**config.mk**
```make
export PLATFORM = sky130hd
export DESIGN_NAME = alu_cmd_sequencer
export DESIGN_NICKNAME = d
export VERILOG_FILES = /design/src/rtl/alu_cmd_sequencer.sv
export SDC_FILE = /design/constraint.sdc
export NUM_CORES = 1
export LEC_CHECK = 0
export CORE_UTILIZATION = 35
export CTS_CLUSTER_SIZE = 16
export DETAILED_ROUTE_END_ITERATION = 10
export GPL_TIMING_DRIVEN = 0
export HOLD_SLACK_MARGIN = 0.12
export SLEW_MARGIN = 5
export SYNTH_ARGS = -nofsm -noshare
export SYNTH_HDL_FRONTEND = slang
export SYNTH_SLANG_ARGS = --single-unit
export TNS_END_PERCENT = 50
```
**constraint.sdc**
```tcl
create_clock -name clk -period 1.6 [get_ports clk]
set_input_delay 0.32 -clock clk [delete_from_list [all_inputs] [get_ports clk]]
set_output_delay 0.32 -clock clk [all_outputs]
set_load 0.01 [all_outputs]
```
**src/rtl/alu_cmd_sequencer.sv**
```systemverilog
// ---------------------------------------------------------------------------
// alu_cmd_sequencer
//
// Accepts one ALU command at a time and serialises it onto the byte-wide
// math-unit bus: an opcode byte marked with ctl=1, followed by the operand
// bytes the opcode needs (MSB first, ctl=0).  It then waits for the math unit
// to pulse ready with a result, bounded by TIMEOUT_CYC cycles.  It presents
// the result, or an error, on a valid/ready response port.
//
// Ports
//   clk        : clock; all flops update on the rising edge
//   rst_n      : asynchronous active-low reset
//   cmd_valid  : command request
//   cmd_ready  : sequencer is idle and can accept a command
//   cmd_op     : opcode (0..9 legal, 10..15 illegal)
//   cmd_a      : operand A
//   cmd_b      : operand B
//   ctl        : math-unit framing, high only while dat carries the opcode
//   dat        : math-unit byte (opcode or operand byte)
//   result     : math-unit result, valid while ready=1
//   ready      : math-unit one-cycle result strobe
//   rsp_valid  : response available
//   rsp_ready  : response consumer accepts
//   rsp_data   : captured result (0 on error)
//   rsp_err    : 1 = illegal opcode or timeout
// ---------------------------------------------------------------------------
module alu_cmd_sequencer #(
   parameter int unsigned TIMEOUT_CYC = 32
) (
   input  logic        clk,
   input  logic        rst_n,
   input  logic        cmd_valid,
   output logic        cmd_ready,
   input  logic [3:0]  cmd_op,
   input  logic [15:0] cmd_a,
   input  logic [15:0] cmd_b,
   output logic        ctl,
   output logic [7:0]  dat,
   input  logic [31:0] result,
   input  logic        ready,
   output logic        rsp_valid,
   input  logic        rsp_ready,
   output logic [31:0] rsp_data,
   output logic        rsp_err
);

   typedef enum logic [2:0] {
      IDLE,
      SEND_OP,
      SEND_AM,
      SEND_AL,
      SEND_BM,
      SEND_BL,
      WAIT,
      RESP
   } state_t;

   localparam logic [3:0] OP_INC_A   = 4'd6;
   localparam logic [3:0] OP_INC_B   = 4'd7;
   localparam logic [3:0] OP_CLR_RES = 4'd8;
   localparam logic [3:0] OP_ACCUM   = 4'd9;
   localparam logic [3:0] OP_LAST    = 4'd9;

   // WAIT cycles are numbered from 1; the counter holds (cycle number - 1),
   // so the last allowed cycle is the one where the counter reads TIMEOUT_CYC-1.
   localparam logic [7:0] CNT_LAST = 8'(TIMEOUT_CYC - 1);

   state_t      state_reg, state_next;
   logic [3:0]  op_reg, op_next;
   logic [15:0] a_reg, a_next;
   logic [15:0] b_reg, b_next;
   logic [7:0]  cnt_reg, cnt_next;

   // All externally visible outputs come straight from these flops.
   logic        cmd_ready_reg, cmd_ready_next;
   logic        ctl_reg, ctl_next;
   logic [7:0]  dat_reg, dat_next;
   logic        rsp_valid_reg, rsp_valid_next;
   logic [31:0] rsp_data_reg, rsp_data_next;
   logic        rsp_err_reg, rsp_err_next;

   assign cmd_ready = cmd_ready_reg;
   assign ctl       = ctl_reg;
   assign dat       = dat_reg;
   assign rsp_valid = rsp_valid_reg;
   assign rsp_data  = rsp_data_reg;
   assign rsp_err   = rsp_err_reg;

   always_ff @(posedge clk or negedge rst_n) begin
      if (!rst_n) begin
         state_reg     <= IDLE;
         op_reg        <= 4'h0;
         a_reg         <= 16'h0000;
         b_reg         <= 16'h0000;
         cnt_reg       <= 8'h00;
         cmd_ready_reg <= 1'b0;
         ctl_reg       <= 1'b0;
         dat_reg       <= 8'h00;
         rsp_valid_reg <= 1'b0;
         rsp_data_reg  <= 32'h0000_0000;
         rsp_err_reg   <= 1'b0;
      end else begin
         state_reg     <= state_next;
         op_reg        <= op_next;
         a_reg         <= a_next;
         b_reg         <= b_next;
         cnt_reg       <= cnt_next;
         cmd_ready_reg <= cmd_ready_next;
         ctl_reg       <= ctl_next;
         dat_reg       <= dat_next;
         rsp_valid_reg <= rsp_valid_next;
         rsp_data_reg  <= rsp_data_next;
         rsp_err_reg   <= rsp_err_next;
      end
   end

   // Next-state logic.  The output flops are loaded with the values that
   // belong to the state being entered, so they line up with state_reg.
   always_comb begin
      state_next     = state_reg;
      op_next        = op_reg;
      a_next         = a_reg;
      b_next         = b_reg;
      cnt_next       = cnt_reg;
      cmd_ready_next = 1'b0;
      ctl_next       = 1'b0;
      dat_next       = 8'h00;
      rsp_valid_next = rsp_valid_reg;
      rsp_data_next  = rsp_data_reg;
      rsp_err_next   = rsp_err_reg;

      case (state_reg)
         IDLE: begin
            cmd_ready_next = 1'b1;
            // cmd_ready_reg is low for the first cycle after reset release,
            // so the handshake must qualify on the flop, not on the state.
            if (cmd_valid && cmd_ready_reg) begin
               cmd_ready_next = 1'b0;
               op_next        = cmd_op;
               a_next         = cmd_a;
               b_next         = cmd_b;
               if (cmd_op <= OP_LAST) begin
                  state_next = SEND_OP;
                  ctl_next   = 1'b1;
                  dat_next   = {4'h0, cmd_op};
               end else begin
                  // Illegal opcode: nothing reaches the math unit.
                  state_next     = RESP;
                  rsp_valid_next = 1'b1;
                  rsp_data_next  = 32'h0000_0000;
                  rsp_err_next   = 1'b1;
               end
            end
         end

         SEND_OP: begin
            if (op_reg == OP_CLR_RES) begin
               state_next = WAIT;
               cnt_next   = 8'h00;
            end else if (op_reg == OP_INC_B) begin
               state_next = SEND_BM;
               dat_next   = b_reg[15:8];
            end else begin
               state_next = SEND_AM;
               dat_next   = a_reg[15:8];
            end
         end

         SEND_AM: begin
            state_next = SEND_AL;
            dat_next   = a_reg[7:0];
         end

         SEND_AL: begin
            // INC_A and ACCUM only carry operand A.
            if (op_reg == OP_INC_A || op_reg == OP_ACCUM) begin
               state_next = WAIT;
               cnt_next   = 8'h00;
            end else begin
               state_next = SEND_BM;
               dat_next   = b_reg[15:8];
            end
         end

         SEND_BM: begin
            state_next = SEND_BL;
            dat_next   = b_reg[7:0];
         end

         SEND_BL: begin
            state_next = WAIT;
            cnt_next   = 8'h00;
         end

         WAIT: begin
            // A ready strobe in the final allowed cycle still beats the timeout.
            if (ready) begin
               state_next     = RESP;
               rsp_valid_next = 1'b1;
               rsp_data_next  = result;
               rsp_err_next   = 1'b0;
            end else if (cnt_reg == CNT_LAST) begin
               state_next     = RESP;
               rsp_valid_next = 1'b1;
               rsp_data_next  = 32'h0000_0000;
               rsp_err_next   = 1'b1;
            end else begin
               cnt_next = cnt_reg + 8'd1;
            end
         end

         RESP: begin
            if (rsp_valid_reg && rsp_ready) begin
               state_next     = IDLE;
               rsp_valid_next = 1'b0;
               cmd_ready_next = 1'b1;
            end
         end

         default: begin
            state_next = IDLE;
         end
      endcase
   end

endmodule
```
==> flow_summary.ini <==
[final_layout]
final_cell_mix = dfrtp_1 (85), clkdlybuf4s50_1 (78), nand2_1 (49), mux2_2 (33), o21ai_2 (32)
antenna_cells = 0
finalNonFillerCells = 747
fin_nets = 645
areaGrowthSynthToFinish_pct = 57.7
final_common_cell = dfrtp_1
largest_reg_flops = 32
drive_above_1_share = 0.372

[clock_network]
clock-sinks = 91
clockRootBuffer = clkbuf_16
cts_max_level = 3
cts_tree = done
clk_pin_slew_ns = 0.06
clockBufferDepth = 2
clock_insertion_delay_worst_skew_ns = 0.34
cts-buffers-inserted = 9

[yosys]
synth.distinct_cells = 58
syn-cell-area_um2 = 4520
synth_ff_type = dfrtp_1
async_flop_share = 1.00
synth_seq_cells = 91
post_synth.cell_area_avg_um2 = 11.2
synth_edf_count = 0
synth_nets = 477
yosysSeqAreaShare = 0.504
yosysWarnings = 0
synthCells = 403

[place]
dpl_worst_slack_ns = -0.616
hpwl_um = 8370
post-place-cells = 692
gp_congestion = 0.845
io_buffers = 116

[outcome]
violations = setup timing
status = complete, but fails checks

[pwr]
finalPower_mw = 11.5
powerDensity_nw_per_um2 = 1610
intPower_mw = 7.15
seq_power_share = 0.324
leakage_nw = 3.14
power_switching_mw = 4.36
pwr-share-clk = 0.186
pwr-share-comb = 0.490
ir_drop_uv = 674
switching_share = 0.379

[timing]
clock_skew_ns = 0.00681
fin_crit_sh = 1.06
grt_setup_unrepaired = true
drv_slew = 0
relSlewSlack = 0.544
layout_min_cycle_time_ns = 1.70
layout_setup_ws_ns = -0.100
tightest_slew_ns = 0.684
max_clock_freq_mhz = 588
setup_viol = 56
hold-worst-slack_ns = 0.497
hold_violations = 0

[critical_path]
worst_path_most_repeated_cell = buf_6
worstPathArrival_ns = 1.93
slowest_stage = dfrtp_2
cp-end-kind = flip-flop
critPathLaunch = state_reg[1]
r2r_start = state_reg[1]
rrSetupSlack_ns = -0.10
critPathLaunchType = flip-flop
crit_chain = nor3_4 -> buf_6 -> a31oi_4 -> buf_6 -> clkbuf_16 -> a22oi_2 -> o21ai_2
reg2reg_to = rsp_data[31]
critPathKind = flip-flop to flip-flop
crit_cells = 7
critPathCapture = rsp_data[31]
worstPathRequired_ns = 1.82
critical-path-max-stage-delay_ns = 0.48
cp_max_fo = 8
critPathBufInv = 3
r2r_cells = 7
path_delay_family = flip-flops

[grt]
grt-ovfl-total = 0
antenna_found_initial = 0
grt_max_degree = 53
grt_usage = 0.187
grt_pass1_vias = 3916
grt_pass1_wl_um = 19300

[routing]
num_vias = 3907
drt_iter0_drc = 197
drc = 0
ant_nets = 0
wl_um = 12700
viasPerCell = 5.23
drt_pass1_iterations = 4
wl_per_cell_um = 17.0

[die]
boundaryPins = 117
dieWidth_um = 116
num_rows = 41
core_area_um2 = 12600
die_y_um = 116
start_util = 0.358
die-area_um2 = 13400

[worst_hold_path]
min_path_type = flip-flop to flip-flop

[flow_run]
max-cap-violations = 0
[worst min path at each step]
stage                         from          end  slack (ns)  cells after the start
after floorplan              rst_n     a_reg[0]        0.02                      0
after global placement     rsp_err      rsp_err        0.47                      2
final                      rsp_err      rsp_err        0.50                      2
after CTS                  rsp_err      rsp_err        0.49                      2
after global routing      a_reg[5]     a_reg[5]        0.53                      1
after detailed placement     rst_n  rsp_data[8]        0.41                      1
[synth_stat cells (all sizes together) (4+ instances only)]
cell type | number | share of area
a21oi | 10 | 0.011
a221o | 8 | 0.018
a22oi | 38 | 0.063
a31oi | 5 | 0.0083
buf | 17 | 0.025
clkbuf | 10 | 0.0086
dfrtp | 91 | 0.50
inv | 9 | 0.0075
mux2 | 33 | 0.082
nand2 | 51 | 0.042
nand3 | 7 | 0.0077
nand3b | 4 | 0.0066
nor2 | 11 | 0.0091
nor3 | 5 | 0.010
nor4 | 5 | 0.010
o21ai | 46 | 0.077
[per-layer routing]
layer	routed length (um)	track usage
met1	5530	0.236
met2	6240	0.317
met3	768	0.0397
met4	144	0.0667
met5	0	0
[worst reg2reg max path, stage by stage (launching register included)]
cell and delay, ns:
dfrtp_2 0.48, nor3_4 0.30, buf_6 0.15, a31oi_4 0.15
buf_6 0.17, clkbuf_16 0.14, a22oi_2 0.13, o21ai_2 0.07
[repair_timing]
action,4_1_cts,5_1_grt
setup endpoints to repair,103,97
cloned,3,6
pin swaps,11,25
setup buffers,19,17
resized for setup,99,66
hold buffers,1,0
endpoints found under the hold margin,51,0
[final cells by class]
cell class                      instances  area (um^2)
Timing Repair Buffer                  161         1700
Clock inverter                          6         71.3
Tap cell                              172          215
Multi-Input combinational cell        277         2350
Inverter                                9         33.8
Clock buffer                            9          225
Buffer                                 22          250
Fill cell                            1108         5490
Sequential cell                        91         2280
[stage by stage]
stage                     setup TNS [ns]   util  area, um^2
after global routing               -6.98  0.565        7130
final                              -2.86  0.565        7130
after global placement           -336.44  0.468        5910
after CTS                          -4.41  0.530        6690
after floorplan                   -0.264      -        4530
after detailed placement          -39.91  0.469        5920
[cell families (layout without fill, tap and decap cells)]
group	Yosys count	in the layout	synth area share
AOI/OAI and AO/OA	133	133	0.234
and+or+nand+nor	107	108	0.132
DFF	91	91	0.504
buffers and inverters	36	207	0.0415
muxes	34	34	0.0844
adders and majority gates	1	1	0.00277
xor gates and xnor gates	1	1	0.00194
[power groups by stage]
stage	Clock, mW	Sequential (mW)	Combinational, mW
after global placement	0	3.62	4.60
after CTS	2.22	3.69	5.08
after global routing	2.28	3.86	6.13
after floorplan	0	3.75	2.74
after detailed placement	0	3.66	4.66
final	2.14	3.73	5.64
No activity file was read; power rests on OpenSTA's default activity.
